<file path="src/rtl/jtag_uart_sys_cpu_oci_dct_capture.sv">
// ---------------------------------------------------------------------------
// jtag_uart_sys_cpu_oci_dct_capture
//   Captures debug trace words into a small FIFO while a test runs, then lets
//   the host drain it.  Capture sequence:
//     IDLE --arm--> CAPTURE --test_ending|test_has_ended--> DRAIN
//     DRAIN --(test_has_ended seen && FIFO empty)--> DONE --arm--> CAPTURE
//   Every arm that enters CAPTURE flushes the FIFO and clears the drop
//   statistics on that same edge.
//
// Ports
//   clk, reset_n     rising-edge clock, async active-low reset
//   arm              start / restart capture (ignored in CAPTURE and DRAIN)
//   dct_buffer/count trace word and its count tag; dct_valid qualifies them
//   test_ending      stop accepting new words
//   test_has_ended   test complete; finish once the FIFO is drained
//   rd_req           pop request (honoured in any state when not empty)
//   rd_data          registered popped word {count, buffer}
//   rd_valid         one-cycle pulse, the cycle after a pop
//   level            FIFO occupancy
//   overflow         sticky: a word was dropped on a full FIFO
//   drop_count       saturating count of dropped words
//   state            00 IDLE, 01 CAPTURE, 10 DRAIN, 11 DONE
//   done             state == DONE
// ---------------------------------------------------------------------------
module jtag_uart_sys_cpu_oci_dct_capture #(
  parameter int DATA_W = 30,
  parameter int CNT_W  = 4,
  parameter int DEPTH  = 16,
  parameter int DROP_W = 8
) (
  input  logic                      clk,
  input  logic                      reset_n,
  input  logic                      arm,
  input  logic [DATA_W-1:0]         dct_buffer,
  input  logic [CNT_W-1:0]          dct_count,
  input  logic                      dct_valid,
  input  logic                      test_ending,
  input  logic                      test_has_ended,
  input  logic                      rd_req,
  output logic [DATA_W+CNT_W-1:0]   rd_data,
  output logic                      rd_valid,
  output logic [$clog2(DEPTH):0]    level,
  output logic                      overflow,
  output logic [DROP_W-1:0]         drop_count,
  output logic [1:0]                state,
  output logic                      done
);
  localparam int AW = $clog2(DEPTH);
  localparam int WW = DATA_W + CNT_W;

  localparam logic [1:0] S_IDLE  = 2'b00;
  localparam logic [1:0] S_CAPT  = 2'b01;
  localparam logic [1:0] S_DRAIN = 2'b10;
  localparam logic [1:0] S_DONE  = 2'b11;

  localparam logic [AW:0]       FULL_LVL = (AW+1)'(DEPTH);
  localparam logic [DROP_W-1:0] DROP_MAX = '1;

  logic [WW-1:0] mem [DEPTH];
  logic [AW-1:0] wr_ptr, rd_ptr;
  logic          ended_seen;   // test_has_ended observed since the last arm

  logic          flush, pop, wr_try, wr_ok, drop, ended_now;
  logic [AW:0]   level_nxt;
  logic [1:0]    state_nxt;

  always_comb begin
    flush     = arm && (state == S_IDLE || state == S_DONE);
    // A flush empties the FIFO, so it never pops on the same edge.
    pop       = rd_req && (level != '0) && !flush;
    wr_try    = (state == S_CAPT) && dct_valid;
    // Full FIFO still takes a write when a pop frees a slot on the same edge.
    wr_ok     = wr_try && ((level != FULL_LVL) || pop);
    drop      = wr_try && !wr_ok;
    ended_now = ended_seen || test_has_ended;

    level_nxt = level;
    if (wr_ok && !pop)      level_nxt = level + 1'b1;
    else if (pop && !wr_ok) level_nxt = level - 1'b1;

    state_nxt = state;
    case (state)
      S_IDLE, S_DONE: if (arm) state_nxt = S_CAPT;
      S_CAPT:         if (test_ending || test_has_ended) state_nxt = S_DRAIN;
      default:        if (ended_now && level_nxt == '0) state_nxt = S_DONE;
    endcase
  end

  always_ff @(posedge clk or negedge reset_n) begin
    if (!reset_n) begin
      state      <= S_IDLE;
      wr_ptr     <= '0;
      rd_ptr     <= '0;
      level      <= '0;
      rd_valid   <= 1'b0;
      rd_data    <= '0;
      overflow   <= 1'b0;
      drop_count <= '0;
      ended_seen <= 1'b0;
    end else begin
      state    <= state_nxt;
      rd_valid <= pop;
      if (pop) rd_data <= mem[rd_ptr];
      if (flush) begin
        wr_ptr     <= '0;
        rd_ptr     <= '0;
        level      <= '0;
        overflow   <= 1'b0;
        drop_count <= '0;
        ended_seen <= 1'b0;
      end else begin
        level <= level_nxt;
        if (wr_ok) wr_ptr <= wr_ptr + 1'b1;
        if (pop)   rd_ptr <= rd_ptr + 1'b1;
        if (drop) begin
          overflow <= 1'b1;
          if (drop_count != DROP_MAX) drop_count <= drop_count + 1'b1;
        end
        if (state == S_CAPT || state == S_DRAIN) ended_seen <= ended_now;
      end
    end
  end

  // Storage needs no reset: occupancy is tracked by level/pointers only.
  always_ff @(posedge clk) begin
    if (wr_ok) mem[wr_ptr] <= {dct_count, dct_buffer};
  end

  assign done = (state == S_DONE);

endmodule

</file>
<file path="config.mk">
export PLATFORM = sky130hd
export DESIGN_NAME = jtag_uart_sys_cpu_oci_dct_capture
export DESIGN_NICKNAME = d
export VERILOG_FILES = /design/src/rtl/jtag_uart_sys_cpu_oci_dct_capture.sv
export SDC_FILE = /design/constraint.sdc
export NUM_CORES = 1
export LEC_CHECK = 0
export CORE_MARGIN = 4
export CORE_UTILIZATION = 25
export DETAILED_ROUTE_END_ITERATION = 12
export GPL_TIMING_DRIVEN = 0
export PLACE_DENSITY_LB_ADDON = 0.08
export SYNTH_ARGS = -nofsm -noshare
export SYNTH_HDL_FRONTEND = slang
export SYNTH_SLANG_ARGS = --single-unit
</file>
<file path="constraint.sdc">
create_clock -name clk -period 5.1 [get_ports clk]
set_clock_uncertainty 0.2 [all_clocks]
set_input_delay 0.765 -clock clk [delete_from_list [all_inputs] [get_ports clk]]
set_output_delay 0.765 -clock clk [all_outputs]
set_load 0.05 [all_outputs]
</file>
==> flow_metrics.env, run 1 <==
export IMPL_outcome="finished, final reports clean"
export IMPL_timing_critical_path_required_ps=5210
export IMPL_timing_reg2reg_setup_slack_ps=1380
export IMPL_flip_flop_and_latch_count_after_synthesis=604
export IMPL_max_vdd_ir_drop_v=0.000182
export IMPL_cts_clk_slew_worst_paths_ps=60
export IMPL_timing_worst_setup_path_type="reg -> reg"
export IMPL_tns_ps=0
export IMPL_fillcell_total=8934
export IMPL_mostFrequentLayoutCell="edfxtp_1"
export IMPL_synth_distinct_cells=43
export IMPL_finalSetupViolCount=0
export IMPL_fp_dieW_um=313
export IMPL_cellLeakagePower_nw=9.19
export IMPL_die_area_mm2=0.0982
export IMPL_floorplan_die_height_um=313
export IMPL_cp_data_arrival_time_ps=3830
export IMPL_fmaxAchievable_mhz=269
export IMPL_ys_seq_area_share_pct=76.5
export IMPL_post_route_drc_violation_count=0
export IMPL_detailed_route_wire_length_per_cell_um=24.3
export IMPL_layout_area_seq_mm2=0.0178
export IMPL_crit_reg2reg_launch="state[0]$_DFFE_PN0P_"
export IMPL_final_period_minus_worst_setup_slack_ps=3720
export IMPL_postSynth_asyncResetShare_pct=9.93
export IMPL_timing_critical_path_to_type="flop"
export IMPL_dp_final_hpwl_um=41200
export IMPL_yosys_warnings=0
export IMPL_maxCapViolations=0
export IMPL_grt_overflow_total=0
export IMPL_finalCritPeriodShare_pct=73.0
export IMPL_antenna_found_initial=2
export IMPL_netlist_area_leader_share_pct=70.1
export IMPL_ys_top_cells_by_area="edfxtp_1 (70%), mux4_2 (9.9%), dfrtp_1 (6.4%)"
export IMPL_drive_gt1_share_pct=18.9
export IMPL_port_buffers=92
export IMPL_cts_buffer_depth=3
export IMPL_timing_critical_path_fanout_max=9
export IMPL_clock_tree_from_tritoncts="yes"
export IMPL_grt_start_max_net_pins=50
export IMPL_vias_per_cell=4.45
export IMPL_nets=1441
export IMPL_hold_path_end="rd_data[12]$_DFFE_PN0P_"
export IMPL_start_util_pct=25.3
export IMPL_cts_sink_count=604
export IMPL_drt_first_iter_violations=838
export IMPL_placement_cell_area_mm2=0.0262
export IMPL_r2r_cells=9
export IMPL_number_of_global_route_vias_before_repair=12600
export IMPL_multiInputGateArea_mm2=0.00518
export IMPL_cts_buffers_inserted=71
export IMPL_rsz0062_at_grt="no"
export IMPL_syn_inst_count=1198
export IMPL_core_area_mm2=0.0921
export IMPL_number_of_routed_nets_with_antenna_violations=0
export IMPL_commonest_cells_after_routing_fill_and_taps_aside="edfxtp_1 (544), mux4_2 (102), clkdlybuf4s50_1 (91), nand2_1 (78), clkbuf_16 (74)"
export IMPL_grt_first_pass_wirelength_um=94800
export IMPL_ioPinCount=93
export IMPL_mappedNetlistArea_mm2=0.0233
export IMPL_flow_area_growth_from_synthesis_pct=22.9
export IMPL_synth_top_cell_by_area="edfxtp_1"
export IMPL_diodes=0
export IMPL_globalRouteTotalUtil_pct=13.4
export IMPL_holdWs_ps=277
export IMPL_place_congestion=0.702
export IMPL_htree_num_levels=3
export IMPL_cell_pwr_density_mw_per_mm2=522
export IMPL_clock_tree_root_cell="clkbuf_16"
export IMPL_finalHoldViolations=0
export IMPL_synth_edff_count=544
export IMPL_syn_num_nets=1250
export IMPL_drt_wl_total_um=65400
export IMPL_fp_row_count=111
export IMPL_timing_max_transition_violations_final=0
export IMPL_holdCritPathClass="reg -> reg"
export IMPL_timing_critical_path_from_type="flop"
export IMPL_fin_area_mm2=0.0286
export IMPL_worstMarginPinSlew_ps=1210
export IMPL_worstHoldPathCells=2
export IMPL_post_cts_resize_count=0
export IMPL_syn_area_per_cell_um2=19.5
export IMPL_postSynth_topFlopCell="edfxtp_1"
export IMPL_clk_latency_ps=600
export IMPL_regToRegEndpoint="mem[5][1]$_DFFE_PP_"
export IMPL_vias=12000
export IMPL_detail_route_first_pass_iterations=5
export IMPL_timing_slew_headroom_pct=19.7
export IMPL_timing_hold_worst_start="rd_data[12]$_DFFE_PN0P_"
[cell type report]
class,instances,area share (%)
clock buffer,95,6.85
clock inverter,36,1.60
buffer,66,1.06
tap,1243,5.43
multi-input combinational,515,18.1
sequential,604,62.3
timing repair buffer,118,4.54
inverter,13,0.170
[cells in the mapped netlist (all sizes together), types with 2 or more instances]
cell and n:
mux2i 72, nand2b 3, mux4 102, and2 12
xor2 11, xnor2 7, ha 11, inv 13
buf 29, a21oi 9, nor2 31, nand3 6
and3 3, clkbuf 37, edfxtp 544, a21boi 2
o2111ai 2, nor3b 2, o221ai 69, o21ai 73
nand2 79, nor3 5, nand4 5, dfrtp 60
[registers in the layout, indices dropped and copies added (netlist names)]
signal      flops
rd_valid        1
state           2
rd_ptr          4
mem           544
overflow        1
drop_count      8
level           5
rd_data        34
wr_ptr          4
ended_seen      1
[power breakdown]
part           leakage, nW  switching, mW  total, mW  internal (mW)
combinational         2.35           2.39       3.81           1.42
sequential            5.66          0.163       5.86           5.69
clock                 1.18           2.02       5.28           3.26
total                 9.19           4.58       15.0           10.4
[critical path, stage by stage, from the launching register on]
cell and delay, ps:
dfrtp_1 430, ha_1 380, a21boi_2 360, nand2_8 170
a21oi_2 410, nand2_1 230, nor3_2 710, buf_8 240
buf_6 170, buf_6 150
[layer usage]
metal / track usage [%] / part of all wire [%] / up-vias
met2: 21.3 / 47 / 258
met3: 2.65 / 4.3 / 87
met5: 0 / 0 / -
met4: 3.27 / 2.1 / 0
li1: - / - / 5268
met1: 18.9 / 47 / 6350
[cells by family (layout without fill, tap and decap cells)]
group	Yosys count	in the layout	share of synthesized area, %
AND/OR/NAND/NOR	152	152	3.01
buffers and inverters	79	328	1.51
XOR/XNOR	18	18	0.677
AO/OA/AOI/OAI	160	160	4.72
multiplexers	174	174	13.0
adder cells (fa/ha/maj)	11	11	0.591
flip-flops	604	604	76.5
[through the flow]
step	utilization, %	power, mW	worst slack, ps	cells
after floorplan	-	8.40	155	1198
after detailed placement	28.5	9.90	765	2558
after global placement	28.0	9.88	-3200	2533
final	31.1	15.0	1380	2690
after global routing	31.1	15.7	1080	2690
after CTS	31.1	15.3	1290	2690
[worst max-delay path by stage]
| stage | end | startpoint | depth (start not counted) |
|---|---|---|---|
| final | mem[5][1]$_DFFE_PP_ | state[0]$_DFFE_PN0P_ | 9 |
| after global routing | mem[5][1]$_DFFE_PP_ | state[0]$_DFFE_PN0P_ | 9 |
| after CTS | mem[5][1]$_DFFE_PP_ | state[0]$_DFFE_PN0P_ | 9 |
| after detailed placement | mem[5][1]$_DFFE_PP_ | rd_req | 9 |
| after global placement | mem[4][0]$_DFFE_PP_ | rd_req | 6 |
| after floorplan | mem[4][0]$_DFFE_PP_ | state[1]$_DFFE_PN0P_ | 7 |
[what timing repair did]
action | CTS | global route
endpoints found under the hold margin | 11 | 0
hold buffers | 1 | 0
buffers inserted | 0 | 0
(Power assumes the default switching activity.)
==> run 2, diff against run 1 <==
==> constraint.sdc (replaced) <==
create_clock -name clk -period 3.15 [get_ports clk]
set_clock_uncertainty 0.2 [all_clocks]
set_input_delay 0.4725 -clock clk [delete_from_list [all_inputs] [get_ports clk]]
set_output_delay 0.4725 -clock clk [all_outputs]
set_load 0.05 [all_outputs]
==> flow_metrics.env, run 2 (synthesis results as in run 1) <==
export IMPL_fp_row_count=111
export IMPL_timing_critical_path_fanout_max=34
export IMPL_htree_num_levels=3
export IMPL_fp_dieW_um=313
export IMPL_globalRouteTotalUtil_pct=13.5
export IMPL_crit_reg2reg_launch="level[0]$_DFF_PN0_"
export IMPL_clock_tree_root_cell="clkbuf_16"
export IMPL_post_layout_total_power_mw=24.1
export IMPL_clock_tree_from_tritoncts="yes"
export IMPL_number_of_routed_nets_with_antenna_violations=0
export IMPL_place_congestion=0.694
export IMPL_port_buffers=92
export IMPL_grt_start_max_net_pins=49
export IMPL_cts_sink_count=604
export IMPL_drt_first_iter_violations=930
export IMPL_fmaxAchievable_mhz=332
export IMPL_vias_per_cell=4.46
export IMPL_floorplan_die_height_um=313
export IMPL_timing_critical_path_to_type="flop"
export IMPL_post_route_drc_violation_count=0
export IMPL_dp_final_hpwl_um=40400
export IMPL_timing_reg2reg_setup_slack_ps=140
export IMPL_flow_area_growth_from_synthesis_pct=24.4
export IMPL_cellLeakagePower_nw=9.32
export IMPL_cts_clk_slew_worst_paths_ps=60
export IMPL_cp_data_arrival_time_ps=3030
export IMPL_timing_max_transition_violations_final=0
export IMPL_cp_endpoint="mem[14][31]$_DFFE_PP_"
export IMPL_final_period_minus_worst_setup_slack_ps=3010
export IMPL_r2r_cells=8
export IMPL_placement_cell_area_mm2=0.0262
export IMPL_detailed_route_wire_length_per_cell_um=25.0
export IMPL_finalCritPeriodShare_pct=95.6
export IMPL_worstMarginPinSlew_ps=1160
export IMPL_fin_area_mm2=0.0290
export IMPL_vias=12100
export IMPL_maxCapViolations=0
export IMPL_start_util_pct=25.3
export IMPL_number_of_global_route_vias_before_repair=12800
export IMPL_ioPinCount=93
export IMPL_timing_worst_setup_path_type="reg -> reg"
export IMPL_cts_buffer_depth=3
export IMPL_max_vdd_ir_drop_v=0.000391
export IMPL_commonest_cells_after_routing_fill_and_taps_aside="edfxtp_1 (544), mux4_2 (102), clkdlybuf4s50_1 (91), nand2_1 (77), clkbuf_16 (75)"
export IMPL_detail_route_first_pass_iterations=5
export IMPL_registers_top_by_ff_count="mem"
export IMPL_regToRegEndpoint="mem[14][31]$_DFFE_PP_"
export IMPL_finalSetupViolCount=0
export IMPL_rsz0062_at_grt="no"
export IMPL_tns_ps=0
export IMPL_clk_latency_ps=590
export IMPL_largest_register_ff_count=544
export IMPL_grt_first_pass_wirelength_um=95200
export IMPL_timing_critical_path_required_ps=3160
export IMPL_mostFrequentLayoutCell="edfxtp_1"
export IMPL_timing_critical_path_from_type="flop"
export IMPL_timing_slew_headroom_pct=22.4
export IMPL_drt_wl_total_um=67500
export IMPL_outcome="finished, final reports clean"
export IMPL_holdCritPathClass="in -> async"
export IMPL_nets=1455
export IMPL_antenna_found_initial=2
export IMPL_cts_buffers_inserted=71
export IMPL_biggestRegsByFlops="mem: 544 flops, rd_data: 34 flops, drop_count: 8 flops"
export IMPL_die_area_mm2=0.0982
export IMPL_cp_startpoint="level[0]$_DFF_PN0_"
export IMPL_core_area_mm2=0.0921
export IMPL_cell_pwr_density_mw_per_mm2=830
export IMPL_drive_gt1_share_pct=21.1
export IMPL_grt_overflow_total=0
export IMPL_finalHoldViolations=0
==> run 2: cell types whose count changed in the layout (fill, tap and decap cells not counted), moves of 5 or more <==
cell,before,now
bufinv_16,11,5
buf_6,14,2
clkbuf_2,0,10
buf_16,1,8
and2_4,4,11
buf_4,10,15
buf_12,8,21
clkbuf_1,55,42
==> run 2: report_power, final <==
group / total (mW) / internal (mW) / switching, mW
Clock: 8.14 / 4.85 / 3.28
Combinational: 6.44 / 2.45 / 3.98
Sequential: 9.49 / 9.22 / 0.273
Total: 24.1 / 16.5 / 7.54
==> run 2: routing by layer <==
layer / wire, um / part of all wire, % / GRT usage [%]
met1: 31300 / 46 / 18.7
met2: 32100 / 48 / 22.0
met3: 3100 / 4.6 / 2.49
met4: 1050 / 1.6 / 3.18
met5: 0 / 0 / 0
==> run 2: worst min path at each step <==
stage | slack [ps] | cells after the start | endpoint
3_3_place_gp | 270 | 2 | rd_data[10]$_DFFE_PN0P_
6_report | 90 | 2 | rd_data[11]$_DFFE_PN0P_
4_1_cts | 70 | 2 | rd_data[11]$_DFFE_PN0P_
5_1_grt | 100 | 2 | rd_data[11]$_DFFE_PN0P_
2_1_floorplan | -20 | 0 | drop_count[0]$_DFFE_PN0P_
3_5_place_dp | 170 | 1 | rd_data[11]$_DFFE_PN0P_
==> run 2: layout make-up <==
class	instances	area, um2
fillers	8881	63100
flip-flops and latches	604	17800
multi-input cells	518	5290
clock buffers	95	1990
repair buffers	130	1640
well taps	1243	1560
plain buffers	65	329
clock inverters	36	302
inverters	13	48.8
diodes	1	2.50
==> run 2: stage by stage <==
step	hold WS, ps	setup slack [ps]	util (%)	std cells
after global routing	95.9	4.08	31.5	2704
after detailed placement	170	-940	28.5	2547
after CTS	68.9	-366	31.3	2693
after floorplan	-23.1	22.3	-	1198
final	94.6	139	31.5	2705
after global placement	270	-2160	28.1	2533
==> run 2: worst max-delay path, cell delays in order, from the launching register on <==
cell     delay (ps)
dfrtp_2         440
inv_2            80
ha_1            220
or4b_1          180
buf_6           140
nand2_8         110
a21oi_4         320
and3_4          260
and2_4          630
==> run 2: repair_timing <==
item,4_1_cts,5_1_grt
resized for setup,14,20
gates cloned,0,3
hold buffers,1,0
buffers inserted,15,8
endpoints found under the setup margin,535,248
pin swaps,10,4
hold endpoints to repair,60,0
==> run 3, diff against run 2 <==
--- a/config.mk
+++ b/config.mk
@@ -7,7 +7,9 @@
 export LEC_CHECK = 0
 export CORE_MARGIN = 4
 export CORE_UTILIZATION = 25
+export CTS_BUF_LIST = sky130_fd_sc_hd__clkbuf_4 sky130_fd_sc_hd__clkbuf_8
 export DETAILED_ROUTE_END_ITERATION = 12
+export GPL_ROUTABILITY_DRIVEN = 0
 export GPL_TIMING_DRIVEN = 0
 export PLACE_DENSITY_LB_ADDON = 0.08
 export SYNTH_ARGS = -nofsm -noshare
==> flow_metrics.env, run 3 (synthesis results as in run 1) <==
export IMPL_post_layout_total_power_mw=23.5
export IMPL_detailed_route_wire_length_per_cell_um=24.1
export IMPL_fp_row_count=111
export IMPL_flow_area_growth_from_synthesis_pct=23.9
export IMPL_vias=12300
export IMPL_cellLeakagePower_nw=9.35
export IMPL_fin_cells=2774
export IMPL_finalCritPeriodShare_pct=97.9
export IMPL_finalHoldViolations=0
export IMPL_timing_critical_path_from_type="flop"
export IMPL_placedCellCount=2547
export IMPL_holdCritPathClass="in -> async"
export IMPL_floorplan_die_height_um=313
export IMPL_drt_wl_total_um=67000
export IMPL_postLayoutCoreUtil_pct=31.4
export IMPL_cts_sink_count=604
export IMPL_dp_final_hpwl_um=40400
export IMPL_timing_critical_path_to_type="flop"
export IMPL_grt_start_max_net_pins=49
export IMPL_number_of_routed_nets_with_antenna_violations=0
export IMPL_number_of_global_route_vias_before_repair=13100
export IMPL_clock_tree_from_tritoncts="yes"
export IMPL_power_sequential_fraction_pct=40.4
export IMPL_biggestRegsByFlops="mem: 544 flops, rd_data: 34 flops, drop_count: 8 flops"
export IMPL_clock_power_share_pct=32.9
export IMPL_timing_max_transition_violations_final=0
export IMPL_cp_endpoint="mem[0][1]$_DFFE_PP_"
export IMPL_worstMarginPinSlew_ps=1170
export IMPL_cts_clk_slew_worst_paths_ps=60
export IMPL_cts_buffers_inserted=111
export IMPL_grt_first_pass_wirelength_um=96400
export IMPL_maxCapViolations=0
export IMPL_registers_top_by_ff_count="mem"
export IMPL_cts_buffer_depth=3
export IMPL_cell_pwr_density_mw_per_mm2=813
export IMPL_timing_critical_path_required_ps=3270
export IMPL_fp_dieW_um=313
export IMPL_mostFrequentLayoutCell="edfxtp_1"
export IMPL_outcome="finished, final reports clean"
export IMPL_grt_overflow_total=0
export IMPL_largest_register_ff_count=544
export IMPL_rsz0062_at_grt="yes"
export IMPL_commonest_cells_after_routing_fill_and_taps_aside="edfxtp_1 (544), clkbuf_8 (130), mux4_2 (102), clkdlybuf4s50_1 (91), nand2_1 (77)"
export IMPL_finalSetupViolCount=0
export IMPL_netSwitchingPower_mw=7.48
export IMPL_cp_data_arrival_time_ps=3200
export IMPL_port_buffers=92
export IMPL_setup_slack_ps=65.2
export IMPL_cp_startpoint="state[0]$_DFFE_PN0P_"
export IMPL_timing_slew_headroom_pct=21.8
export IMPL_pre_cts_slack_ps=-940
export IMPL_holdWs_ps=167
export IMPL_layout_area_seq_mm2=0.0178
export IMPL_regToRegEndpoint="mem[0][1]$_DFFE_PP_"
export IMPL_antenna_found_initial=2
export IMPL_sw_frac_of_total_pct=31.9
export IMPL_die_area_mm2=0.0982
export IMPL_core_area_mm2=0.0921
export IMPL_detail_route_first_pass_iterations=5
export IMPL_r2r_cells=6
export IMPL_globalRouteTotalUtil_pct=13.6
export IMPL_cellInternalPower_mw=16.0
export IMPL_clock_tree_root_cell="clkbuf_8"
export IMPL_max_vdd_ir_drop_v=0.000426
export IMPL_timing_reg2reg_setup_slack_ps=70
export IMPL_nets=1486
export IMPL_timing_critical_path_fanout_max=34
export IMPL_crit_reg2reg_launch="state[0]$_DFFE_PN0P_"
export IMPL_final_period_minus_worst_setup_slack_ps=3080
export IMPL_drt_first_iter_violations=904
export IMPL_ioPinCount=93
export IMPL_clk_latency_ps=710
export IMPL_vias_per_cell=4.43
export IMPL_fillcell_total=8946
export IMPL_share_comb_of_total_power_pct=26.7
export IMPL_fmaxAchievable_mhz=324
export IMPL_start_util_pct=25.3
export IMPL_post_route_drc_violation_count=0
export IMPL_timing_worst_setup_path_type="reg -> reg"
export IMPL_htree_num_levels=3
export IMPL_drive_gt1_share_pct=25.2
export IMPL_multiInputGateArea_mm2=0.00527
==> run 3: cell types whose count changed in the layout (fill, tap and decap cells not counted), moves of 6 or more <==
| cell | previous run | this run |
|---|---|---|
| clkinv_1 | 16 | 22 |
| clkbuf_8 | 4 | 130 |
| buf_12 | 21 | 13 |
| clkbuf_16 | 75 | 0 |
| clkbuf_1 | 42 | 26 |
| clkbuf_4 | 2 | 38 |
==> run 3: worst max-delay path: stages (launching register included) <==
cell and delay (ps):
dfrtp_2 450, ha_4 280, a21boi_4 250, nand2_8 140, a21oi_4 320, nor3b_4 300, and2_4 690
==> run 3: final cells by class <==
cell class	count	share of cell area, %
flip-flops and latches	604	61.8
diodes	3	0.0260
repair buffers	124	5.17
well taps	1243	5.39
multi-input cells	515	18.2
clock inverters	40	0.901
plain buffers	65	1.13
clock buffers	167	7.16
inverters	13	0.169
==> run 3: timing repair <==
item	CTS	global route
hold buffers	2	0
pin swaps	10	0
buffers inserted	15	1
gates resized for setup	15	16
hold endpoints to repair	60	0
endpoints found under the setup margin	535	247
==> run 3: per-layer routing <==
metal	vias to the layer above	GRT usage, %	routed length (um)
met1	6484	18.7	30700
met4	2	3.98	1430
met3	100	2.68	3350
met5	-	0.445	57
li1	5396	-	-
met2	304	22.1	31400
==> run 3: worst min-delay path by stage <==
stage                            startpoint                        end  cells after the start
global route                        reset_n    rd_data[10]$_DFFE_PN0P_                      3
CTS                                 reset_n    rd_data[29]$_DFFE_PN0P_                      3
global placement    rd_data[10]$_DFFE_PN0P_    rd_data[10]$_DFFE_PN0P_                      2
finish                              reset_n    rd_data[10]$_DFFE_PN0P_                      3
floorplan                           reset_n  drop_count[0]$_DFFE_PN0P_                      0
detailed placement                  reset_n    rd_data[11]$_DFFE_PN0P_                      1
==> run 3: power groups by stage <==
stage,combinational (mW),sequential (mW),clock (mW)
floorplan,3.22,10.4,0
CTS,6.46,9.51,8.04
detailed placement,6.43,9.67,0
global placement,6.37,9.66,0
global route,6.81,9.55,8.44
finish,6.26,9.50,7.72
==> run 3: stage by stage <==
step           area (um2)  TNS, ps
6_report            28900        0
5_1_grt             28900    -9400
4_1_cts             28800   -45200
3_5_place_dp        26200  -333490
3_3_place_gp        25900  -640850
2_1_floorplan       23400        0
